--- config.mk ---
export PLATFORM = sky130hd
export DESIGN_NAME = if_fetch_unit
export DESIGN_NICKNAME = d
export VERILOG_FILES = /design/src/rtl/if_fetch_unit.sv
export SDC_FILE = /design/constraint.sdc
export NUM_CORES = 1
export LEC_CHECK = 0
export BUFFER_PORTS_ARGS = -buffer_cell sky130_fd_sc_hd__buf_2
export CORE_UTILIZATION = 52
export DETAILED_ROUTE_END_ITERATION = 8
export PLACE_DENSITY = 0.8
export SETUP_SLACK_MARGIN = 0.4
export SKIP_CTS_REPAIR_TIMING = 1
export SLEW_MARGIN = 5
export SYNTH_ARGS = -nofsm -noshare
export SYNTH_HDL_FRONTEND = slang
export SYNTH_SLANG_ARGS = --single-unit
--- constraint.sdc ---
create_clock -name clk_i -period 2 [get_ports clk_i]
set_input_delay 0.4 -clock clk_i [delete_from_list [all_inputs] [get_ports clk_i]]
set_output_delay 0.4 -clock clk_i [all_outputs]
set_load 0.02 [all_outputs]
--- src/rtl/if_fetch_unit.sv ---
// ---------------------------------------------------------------------------
// if_fetch_unit
//   Instruction fetch stage. Owns the PC, issues single-outstanding fetches to
//   instruction memory (req/gnt + rvalid) and keeps the returned word in a
//   one-entry buffer that feeds the IF/ID pipeline register.
//
// Ports
//   clk_i            clock, all state on the rising edge
//   rst_i            asynchronous active-low reset
//   stall_i          downstream holds IF/ID; buffered word not consumed
//   redirect_i       branch/jump redirect, highest priority
//   redirect_addr_i  redirect target (bits [1:0] ignored)
//   imem_req_o       fetch request valid
//   imem_addr_o      fetch address (word aligned, current PC)
//   imem_gnt_i       request accepted on this edge
//   imem_rvalid_i    response data valid
//   imem_rdata_i     response instruction
//   instr_o          buffered instruction (NOP_INSTR when invalid)
//   addr_o           PC of instr_o (0 when invalid)
//   valid_o          buffer holds a valid instruction
//   bubble_o         ~valid_o, registered
// ---------------------------------------------------------------------------
module if_fetch_unit #(
  parameter logic [31:0] RESET_PC  = 32'h0000_0000,
  parameter logic [31:0] NOP_INSTR = 32'h0000_0013
) (
  input  logic        clk_i,
  input  logic        rst_i,
  input  logic        stall_i,
  input  logic        redirect_i,
  input  logic [31:0] redirect_addr_i,
  output logic        imem_req_o,
  output logic [31:0] imem_addr_o,
  input  logic        imem_gnt_i,
  input  logic        imem_rvalid_i,
  input  logic [31:0] imem_rdata_i,
  output logic [31:0] instr_o,
  output logic [31:0] addr_o,
  output logic        valid_o,
  output logic        bubble_o
);

  typedef enum logic [1:0] {
    ST_REQ  = 2'd0,
    ST_WAIT = 2'd1,
    ST_HOLD = 2'd2
  } state_e;

  state_e      state_r;
  logic [31:0] pc_r;
  logic [31:0] inflight_pc_r;
  logic        kill_r;
  logic        req_en_r;
  logic [31:0] instr_r;
  logic [31:0] addr_r;
  logic        valid_r;
  logic        bubble_r;

  logic        consume_s;
  logic        req_s;
  logic        gnt_s;
  logic [31:0] pc_inc_s;
  logic [31:0] redirect_pc_s;

  // Request qualification and small datapath helpers.
  // A request is only offered when the buffer is empty or is being consumed
  // on this edge, so a granted fetch always has a free slot to land in and
  // rvalid never needs back-pressure. req_en_r keeps the request low until
  // the first clock edge after reset release.
  always_comb begin
    consume_s     = valid_r & ~stall_i;
    req_s         = req_en_r & (state_r == ST_REQ) & ~(valid_r & stall_i);
    gnt_s         = req_s & imem_gnt_i;
    pc_inc_s      = inflight_pc_r + 32'd4;
    redirect_pc_s = redirect_addr_i & ~32'd3;
  end

  // Fetch FSM, PC and output buffer.
  always_ff @(posedge clk_i or negedge rst_i) begin
    if (!rst_i) begin
      state_r       <= ST_REQ;
      pc_r          <= RESET_PC;
      inflight_pc_r <= RESET_PC;
      kill_r        <= 1'b0;
      req_en_r      <= 1'b0;
      instr_r       <= NOP_INSTR;
      addr_r        <= 32'h0000_0000;
      valid_r       <= 1'b0;
      bubble_r      <= 1'b1;
    end else begin
      req_en_r <= 1'b1;
      if (redirect_i) begin
        // Redirect flushes the buffer; an in-flight fetch is marked for
        // discard unless its response arrives on this very edge.
        pc_r     <= redirect_pc_s;
        valid_r  <= 1'b0;
        bubble_r <= 1'b1;
        instr_r  <= NOP_INSTR;
        addr_r   <= 32'h0000_0000;
        case (state_r)
          ST_REQ: begin
            if (gnt_s) begin
              state_r <= ST_WAIT;
              kill_r  <= 1'b1;
            end else begin
              state_r <= ST_REQ;
              kill_r  <= 1'b0;
            end
          end
          ST_WAIT: begin
            if (imem_rvalid_i) begin
              state_r <= ST_REQ;
              kill_r  <= 1'b0;
            end else begin
              state_r <= ST_WAIT;
              kill_r  <= 1'b1;
            end
          end
          ST_HOLD: begin
            state_r <= ST_REQ;
            kill_r  <= 1'b0;
          end
          default: begin
            state_r <= ST_REQ;
            kill_r  <= 1'b0;
          end
        endcase
      end else begin
        if (consume_s) begin
          valid_r  <= 1'b0;
          bubble_r <= 1'b1;
          instr_r  <= NOP_INSTR;
          addr_r   <= 32'h0000_0000;
        end
        case (state_r)
          ST_REQ: begin
            if (gnt_s) begin
              state_r       <= ST_WAIT;
              inflight_pc_r <= pc_r;
            end else if (valid_r && stall_i) begin
              // Word parked by a stall: no fetch until it is taken.
              state_r <= ST_HOLD;
            end else begin
              state_r <= ST_REQ;
            end
          end
          ST_WAIT: begin
            if (imem_rvalid_i) begin
              state_r <= ST_REQ;
              if (kill_r) begin
                kill_r <= 1'b0;
              end else begin
                // Buffer is guaranteed empty here (see req_s).
                instr_r  <= imem_rdata_i;
                addr_r   <= inflight_pc_r;
                valid_r  <= 1'b1;
                bubble_r <= 1'b0;
                pc_r     <= pc_inc_s;
              end
            end else begin
              state_r <= ST_WAIT;
            end
          end
          ST_HOLD: begin
            if (consume_s) begin
              state_r <= ST_REQ;
            end else begin
              state_r <= ST_HOLD;
            end
          end
          default: begin
            state_r <= ST_REQ;
          end
        endcase
      end
    end
  end

  assign imem_req_o  = req_s;
  assign imem_addr_o = pc_r;
  assign instr_o     = instr_r;
  assign addr_o      = addr_r;
  assign valid_o     = valid_r;
  assign bubble_o    = bubble_r;

  if_fetch_unit_chk u_chk (
    .clk_i         (clk_i),
    .rst_i         (rst_i),
    .in_wait_i     (state_r == ST_WAIT),
    .rvalid_i      (imem_rvalid_i),
    .kill_i        (kill_r),
    .redirect_i    (redirect_i),
    .valid_i       (valid_r),
    .stall_i       (stall_i)
  );

endmodule

// ---------------------------------------------------------------------------
// if_fetch_unit_chk
//   Property checker: a live response may only be loaded when the buffer is
//   empty or consumed on the same edge (single-entry buffer never overwritten).
// ---------------------------------------------------------------------------
module if_fetch_unit_chk (
  input logic clk_i,
  input logic rst_i,
  input logic in_wait_i,
  input logic rvalid_i,
  input logic kill_i,
  input logic redirect_i,
  input logic valid_i,
  input logic stall_i
);

  a_no_overwrite: assert property (
    @(posedge clk_i) disable iff (!rst_i)
      (in_wait_i && rvalid_i && !kill_i && !redirect_i) |-> (!valid_i || !stall_i)
  );

endmodule

# Word level (Yosys, flattened, before mapping)
# Index checks and enable logic that the tools add are counted.
# totals
wordCells,66
inputBits,70
n_memories,0
out_inout_bits,99
ff_bits,134
rom_bits,0
mem_bits_rw,0
latchBits,0
# op_classes
bitwise_logic,8
n_addsub,1
n_div,0
shifts,0
muxes,38
reduce_logical,7
order_cmp,0
eq_ne,3
n_mul,0
# op_table
operator,count
32-bit 2-to-1 mux,14
"32-bit by 3-bit adder with 32-bit output, second input constant",1
1-bit 2-to-1 mux,17
2-bit 2-to-1 mux,4
2-bit case mux with 3 select lines,1
3-bit AND reduction,2
1-bit AND,5
2-bit case mux with 2 select lines,1
2-bit nonzero test,2
1-bit inverter,3
"2-bit by 1-bit equality test with 1-bit output, second input constant",1
"2-bit equality test, second input constant",1
2-bit zero test,1
"2-bit inequality test, second input constant",1
1-bit case mux with 2 select lines,1
2-bit AND reduction,1
1-bit logical AND,1

# Logic depth before layout (Yosys ltp)
# Gate-level depths: netlist (run 1).
# depth
word_depth,7
mapped_depth,7
ltp_nobuf,6

# Worst setup path after synthesis (run 1)
# Ideal clock, no wire load.
# synth_path
path_kind,flip-flop to flip-flop
from,"register valid_r, in the netlist valid_o"
to,register inflight_pc_r[21]
stages_incl_launch_ff,8
path_buffers,2
synth_period_minus_slack_ns,1.856
setup_ns,0.125
arrival_time_ns,1.731
t_required_ns,1.875
setup_slack_ns,0.144
cell_sequence,dfrtp_1 -> nand2_1 -> and3_1 -> nand2_1 -> or2_1 -> buf_6 -> buf_6 -> mux2_4
# synth_via
elab_chain_len,5
# synth_lines
element,line_no,text
from (decl),56,logic valid_r;
from (signal assigned),88,valid_r <= 1'b0;
from (signal assigned),96,valid_r <= 1'b0;
from (signal assigned),130,valid_r <= 1'b0;
1-bit AND,72,req_s = req_en_r & (state_r == ST_REQ) & ~(valid_r & stall_i);
1-bit inverter,72,
1-bit AND,72,
named net imem_req_o,32,"output logic imem_req_o,"
1-bit AND,73,gnt_s = req_s & imem_gnt_i;
3-bit AND reduction (no source line),-,
to (signal assigned),139,inflight_pc_r <= pc_r;
to (decl),51,logic [31:0] inflight_pc_r;
# The timed path passes the listed nets, and every way through them passes these cells.
# A chain may end at the register's enable or synchronous reset.

# Final worst setup path (run 1)
# layout_path
from,register inflight_pc_r[2]
to,"register pc_r[21], in the netlist imem_addr_o[21]"
# layout_via
elab_chain_len,5
# layout_lines
element,line_no,text
32-bit by 3-bit adder with 32-bit output,74,pc_inc_s = inflight_pc_r + 32'd4;
32-bit 2-to-1 mux,150,if (kill_r) begin
32-bit 2-to-1 mux,148,if (imem_rvalid_i) begin
32-bit 2-to-1 mux,135,case (state_r)
32-bit 2-to-1 mux,92,if (redirect_i) begin
to (signal assigned),95,pc_r <= redirect_pc_s;
to (signal assigned),158,pc_r <= pc_inc_s;
to (decl),50,logic [31:0] pc_r;
# Every way passes these cells. The select of a mux whose other input is x is not followed.

==> results_dict.tcl, run 1 <==
set metrics [dict create \
    yosysWarnings 0 \
    synth_area_um2 5940 \
    design.die.area_um2 11900 \
    start_util_pct 54.1 \
    coreArea_um2 11000 \
    place.gp.congestion 0.852 \
    dp.cells 760 \
    die_w_um 109 \
    maxSlewViolCount 0 \
    max_cap_violations 0 \
    crit_fanout 7 \
    routedWlPerCell_um 19.8 \
    via_count 4749 \
    outcome "completed" \
    antenna_left 0 \
    hold_violations 0 \
    power.density_nw_per_um2 1040 \
    setup-violations-final 0 \
    drt_iter0_drc 273 \
    cts_buffer_depth 2 \
    totalWireLength_um 16200 \
    port_buffers 166 \
    synth_edf_count 0 \
    syn_avg_cell_area_um2 12.5 \
    path_clk_slew_ns 0.06 \
    end_kind "flip-flop" \
    yosysUniqueCellTypes 55 \
    async_flop_share_pct 100 \
    startpoint_type "flip-flop" \
    hpwlAfterDp_um 9940 \
    tns_ns 0 \
    drive_gt1_share_pct 47.4 \
    cts_num_sinks 134 \
    layout.cells.non_filler 819 \
    yosysSeqAreaShare_pct 56.5 \
    grt_max_degree 66 \
    path_cells "buf_6 -> and3_4 -> and4_4 -> buf_12 -> buf_8 -> nand3_2 -> xor2_1 -> o221ai_1" \
    drcViolationCount 0 \
    cp.arrival_ns 2.04 \
    critPathMaxStageDelay_ns 0.42 \
    fin_crit_ns 1.72 \
    vdd_drop_max_mv 0.627 \
    clkLatencyLatePin_ns 0.42 \
    antenna_found_initial 0 \
    overflow 0 \
    crit_slowest_cell "dfrtp_2" \
    yosys.area_share.xor_xnor_pct 3.24 \
    ys.flop_type "dfrtp_1" \
    whs_ns 0.195 \
    synth_compound_area_share_pct 15.9 \
    vias_per_cell 5.80 \
    clock_skew_ns 0.00771 \
    die_y_um 109 \
    fmax_mhz 582 \
    synth_top_family_by_area "compound AO/OA/AOI/OAI gates" \
    area_growth_pct 34.5 \
    nNetsFinal 737 \
    fin_crit_sh_pct 85.9 \
    rows 38 \
    worstSetupPathType "reg -> reg" \
    synth-adder-area-share_pct 0.211 \
    cts_buffers 17 \
    grt_first_pass_wirelength_um 23700 \
    synthMuxAreaShare_pct 8.64 \
    p_leak_nw 4.03 \
    required_ns 2.33 \
    syn_inst 475 \
    cts_tree "yes" \
    ys_ff_latch 134 \
    yosys.area_share.simple_pct 11.0 \
    firstDrtPassIters 4 \
    diodes 0 \
    io_pins 169 \
    synth_fp_nets 546 \
    cts-root-buf "clkbuf_16" \
    final_core_util_pct 72.7 \
    worstHoldPathType "in -> reg" \
    grt_pass1_vias 4566 \
    htreeDepth 4 \
    grt_usage_pct 26.5 \
    rsz0062_at_grt "yes" \
]
-- logic make-up (layout without fill, tap and decap cells) --
| family | Yosys count | after routing |
|---|---|---|
| adders and majority gates | 1 | 1 |
| and+or+nand+nor | 121 | 122 |
| muxes | 36 | 36 |
| AOI/OAI and AO/OA | 121 | 121 |
| xor gates and xnor gates | 22 | 22 |
| DFF | 134 | 134 |
| other | 1 | 1 |
| buffers and inverters | 39 | 242 |
-- report_power, final --
| part | switching [mW] | internal [mW] | total [mW] |
|---|---|---|---|
| clock network | 1.13 | 2.08 | 3.21 |
| logic | 0.754 | 0.837 | 1.59 |
| registers | 0.459 | 3.07 | 3.53 |
-- metal layers --
metal  up-vias  wire length (um)  GRT usage (%)
met5         -                 0              0
met4         0               119           8.49
met3        13              1040           6.28
met2       193              8050           43.1
met1      2417              7010           35.1
li1       2126                 -              -
-- path summary, 6_finish.rpt --
check	startpoint	endpoint	slack [ns]	cells after the start
setup reg to reg	inflight_pc_r[2]$_DFFE_PN0P_	imem_addr_o[21]$_DFFE_PN0P_	0.28	8
hold reg to reg	addr_o[12]$_DFF_PN0_	addr_o[12]$_DFF_PN0_	0.49	1
setup / recovery	inflight_pc_r[2]$_DFFE_PN0P_	imem_addr_o[21]$_DFFE_PN0P_	0.28	8
min in group asynchronous	rst_i	addr_o[27]$_DFF_PN0_	0.48	2
max in group asynchronous	rst_i	inflight_pc_r[9]$_DFFE_PN0P_	0.81	3
hold / removal	redirect_addr_i[4]	imem_addr_o[4]$_DFFE_PN0P_	0.20	3
-- flip-flops by register name, indices dropped and copies added, names as in the netlist --
register and flops:
instr_o 32, valid_o 1, bubble_o 1, imem_addr_o 32
kill_r 1, state_r 2, inflight_pc_r 32, req_en_r 1
addr_o 32
-- final cells by class --
cell class                      count  area (um^2)
Sequential cell                   134         3370
Fill cell                         724         2990
Multi-Input combinational cell    303         2440
Timing Repair Buffer              209         1390
Clock buffer                       23          488
Tap cell                          140          175
Clock inverter                      9          123
Inverter                            1         3.75
-- Yosys cell counts, drive strengths merged (11+ instances only) --
master  count  share of area (%)
dfrtp     130                 55
a22o       60                8.9
nand2      46                2.9
mux2       32                8.0
buf        27                3.7
a21oi      16                1.3
nand4      16                1.7
o21ai      15                1.3
xor2       15                2.2
nor2       14               0.93
clkbuf     11               0.70
o221ai     11                1.8
-- critical path: cells and delay by family (launching register included) --
| family | cells | cell delay (ns) |
|---|---|---|
| and+or+nand+nor | 3 | 0.49 |
| DFF | 1 | 0.42 |
| AOI/OAI and AO/OA | 1 | 0.20 |
| xor gates and xnor gates | 1 | 0.15 |
| buffers and inverters | 3 | 0.38 |
-- metrics by stage --
step	instance area, um^2	total power [mW]	setup slack, ns
2_1_floorplan	5970	4.41	0.284
3_3_place_gp	6880	4.83	0.169
3_5_place_dp	6880	4.91	0.0644
4_1_cts	7490	8.10	0.0411
5_1_grt	7990	8.64	0.222
6_report	7990	8.33	0.282
-- cell usage in the layout, fill, tap and decap left out, types with 10 or more instances in the layout --
cell type    n
buf_2      164
dfrtp_1    120
a22o_1      59
nand2_1     42
mux2_4      30
buf_4       22
clkbuf_16   21
nand4_1     16
a21oi_1     14
xor2_1      14
nor2_1      12
dfrtp_2     10
(Power assumes the default switching activity.)
==> run 2: changes to the inputs <==
- CORE_MARGIN: unset -> 4
==> run 2 against run 1 <==
Compared with the run above: global-route usage down 3.3 points; sequential cell count unchanged; non-clock buffer count down 3; sequential share of layout area down 0.31 points; combinational power up 3%; clock power up 1%; maximum frequency down 2.7%; setup slack worse by 0.047 ns; core utilization about the same; final cell count down 0.12%; sequential power about the same; power up 0.70%.
==> results_dict.tcl, run 2 (synthesized netlist as in run 1, its figures left out) <==
set metrics [dict create \
    cts-root-buf "clkbuf_16" \
    firstDrtPassIters 5 \
    io_pins 169 \
    max_cap_violations 0 \
    cts_buffers 17 \
    setup-violations-final 0 \
    drive_gt1_share_pct 46.8 \
    grt_max_degree 53 \
    design.die.area_um2 13200 \
    overflow 0 \
    grt_pass1_vias 4588 \
    p_switching_mw 2.39 \
    rsz0062_at_grt "yes" \
    p_leak_nw 4.04 \
    cts_num_sinks 134 \
    path_clk_slew_ns 0.06 \
    die_y_um 115 \
    tns_ns 0 \
    whs_ns 0.190 \
    reg2reg_depth 6 \
    place.gp.congestion 0.813 \
    via_count 4798 \
    hpwlAfterDp_um 10100 \
    grt_first_pass_wirelength_um 24000 \
    clkLatencyLatePin_ns 0.42 \
    use_met2_pct 37.0 \
    coreArea_um2 11000 \
    required_ns 2.30 \
    multi_input_area_um2 2460 \
    use_met1_pct 31.5 \
    final_core_util_pct 72.8 \
    final_cell_mix "164 x buf_2, 127 x dfrtp_1, 59 x a22o_1, 44 x nand2_1, 30 x mux2_4" \
    antenna_found_initial 0 \
    vdd_drop_max_mv 0.744 \
    final_common_cell "buf_2" \
    diodes 0 \
    holdPathStages 3 \
    ff_latch_area_um2 3360 \
    port_buffers 166 \
    cts_buffer_depth 2 \
    worstSetupPathType "reg -> reg" \
    htreeDepth 4 \
    seqPwrFrac_pct 41.8 \
    placed_area_um2 6910 \
    power.density_nw_per_um2 1050 \
    p_comb_share_pct 19.4 \
    fmax_mhz 566 \
    fin_crit_sh_pct 88.3 \
    end_kind "flip-flop" \
    grt_busiest_layer "met2" \
    rows 38 \
    worstHoldPathType "in -> reg" \
    maxSlewViolCount 0 \
    use_met3_pct 5.74 \
    die_w_um 115 \
    vias_per_cell 5.87 \
    grt_usage_pct 23.3 \
    cts_tree "yes" \
    intPower_mw 6.00 \
    area_growth_pct 35.1 \
    clkPwrFrac_pct 38.8 \
    swShare_pct 28.5 \
    final_area_um2 8030 \
    routedWlPerCell_um 20.8 \
    antenna_left 0 \
    crit_fanout 6 \
    hold_violations 0 \
    totalWireLength_um 17000 \
    fin_crit_ns 1.77 \
    outcome "completed" \
    drcViolationCount 0 \
    startpoint_type "flip-flop" \
    nNetsFinal 736 \
    drt_iter0_drc 381 \
    n_fill_cell 741 \
    cp.arrival_ns 2.06 \
    clock_skew_ns 0.00788 \
    start_util_pct 53.8 \
]
==> run 2: changes by cell type in the layout (fill, tap and decap cells not counted), moves of 3 or more <==
cell | previous run | this run
buf_6 | 6 | 10
buf_4 | 22 | 14
nand2_2 | 4 | 1
or3_4 | 0 | 4
dfrtp_1 | 120 | 127
o21ai_0 | 9 | 12
dfrtp_2 | 10 | 3
o21ai_1 | 6 | 3
clkinv_2 | 5 | 2
clkinvlp_4 | 1 | 4
==> run 2: power groups by stage <==
| stage | Clock (mW) | Combinational [mW] | Sequential [mW] |
|---|---|---|---|
| final | 3.25 | 1.63 | 3.51 |
| after global routing | 3.41 | 1.74 | 3.56 |
| after CTS | 3.28 | 1.45 | 3.46 |
| after detailed placement | 0 | 1.43 | 3.50 |
| after global placement | 0 | 1.40 | 3.48 |
| after floorplan | 0 | 0.855 | 3.56 |
==> run 2: final cells by class <==
| class | count | share of cell area, % |
|---|---|---|
| Sequential cell | 134 | 41.9 |
| Tap cell | 140 | 2.18 |
| Clock buffer | 21 | 5.99 |
| Multi-Input combinational cell | 305 | 30.7 |
| Timing Repair Buffer | 206 | 17.4 |
| Clock inverter | 11 | 1.84 |
| Inverter | 1 | 0.0468 |
==> run 2: worst max-delay path: stages (launching register included) <==
cell and delay, ns:
dfrtp_1 0.42, ha_4 0.18, and4_4 0.25, and4_4 0.27
nand4_1 0.17, xor2_2 0.25, o221ai_2 0.11
==> run 2: metrics by stage <==
step,power [mW],cells,worst slack [ns]
after floorplan,4.41,475,0.284
after global placement,4.87,759,0.208
after detailed placement,4.94,759,0.131
after CTS,8.19,791,0.0954
after global routing,8.71,818,0.171
final,8.39,818,0.234
==> run 2: worst paths after layout <==
path                                            endpoint                          from  slack [ns]
min                          imem_addr_o[26]$_DFFE_PN0P_           redirect_addr_i[26]        0.19
max reg2reg                  imem_addr_o[26]$_DFFE_PN0P_  inflight_pc_r[2]$_DFFE_PN0P_        0.23
max                          imem_addr_o[26]$_DFFE_PN0P_  inflight_pc_r[2]$_DFFE_PN0P_        0.23
min in group asynchronous          instr_o[10]$_DFF_PN0_                         rst_i        0.49
max in group asynchronous  inflight_pc_r[11]$_DFFE_PN0P_                         rst_i        0.88
min reg2reg                        instr_o[31]$_DFF_PN0_         instr_o[31]$_DFF_PN0_        0.49
==> run 2: routing by layer <==
layer | part of all wire [%] | vias up
met1 | 41 | 2387
met5 | 0 | -
met3 | 8.4 | 31
li1 | - | 2140
met2 | 49 | 240
met4 | 2.0 | 0
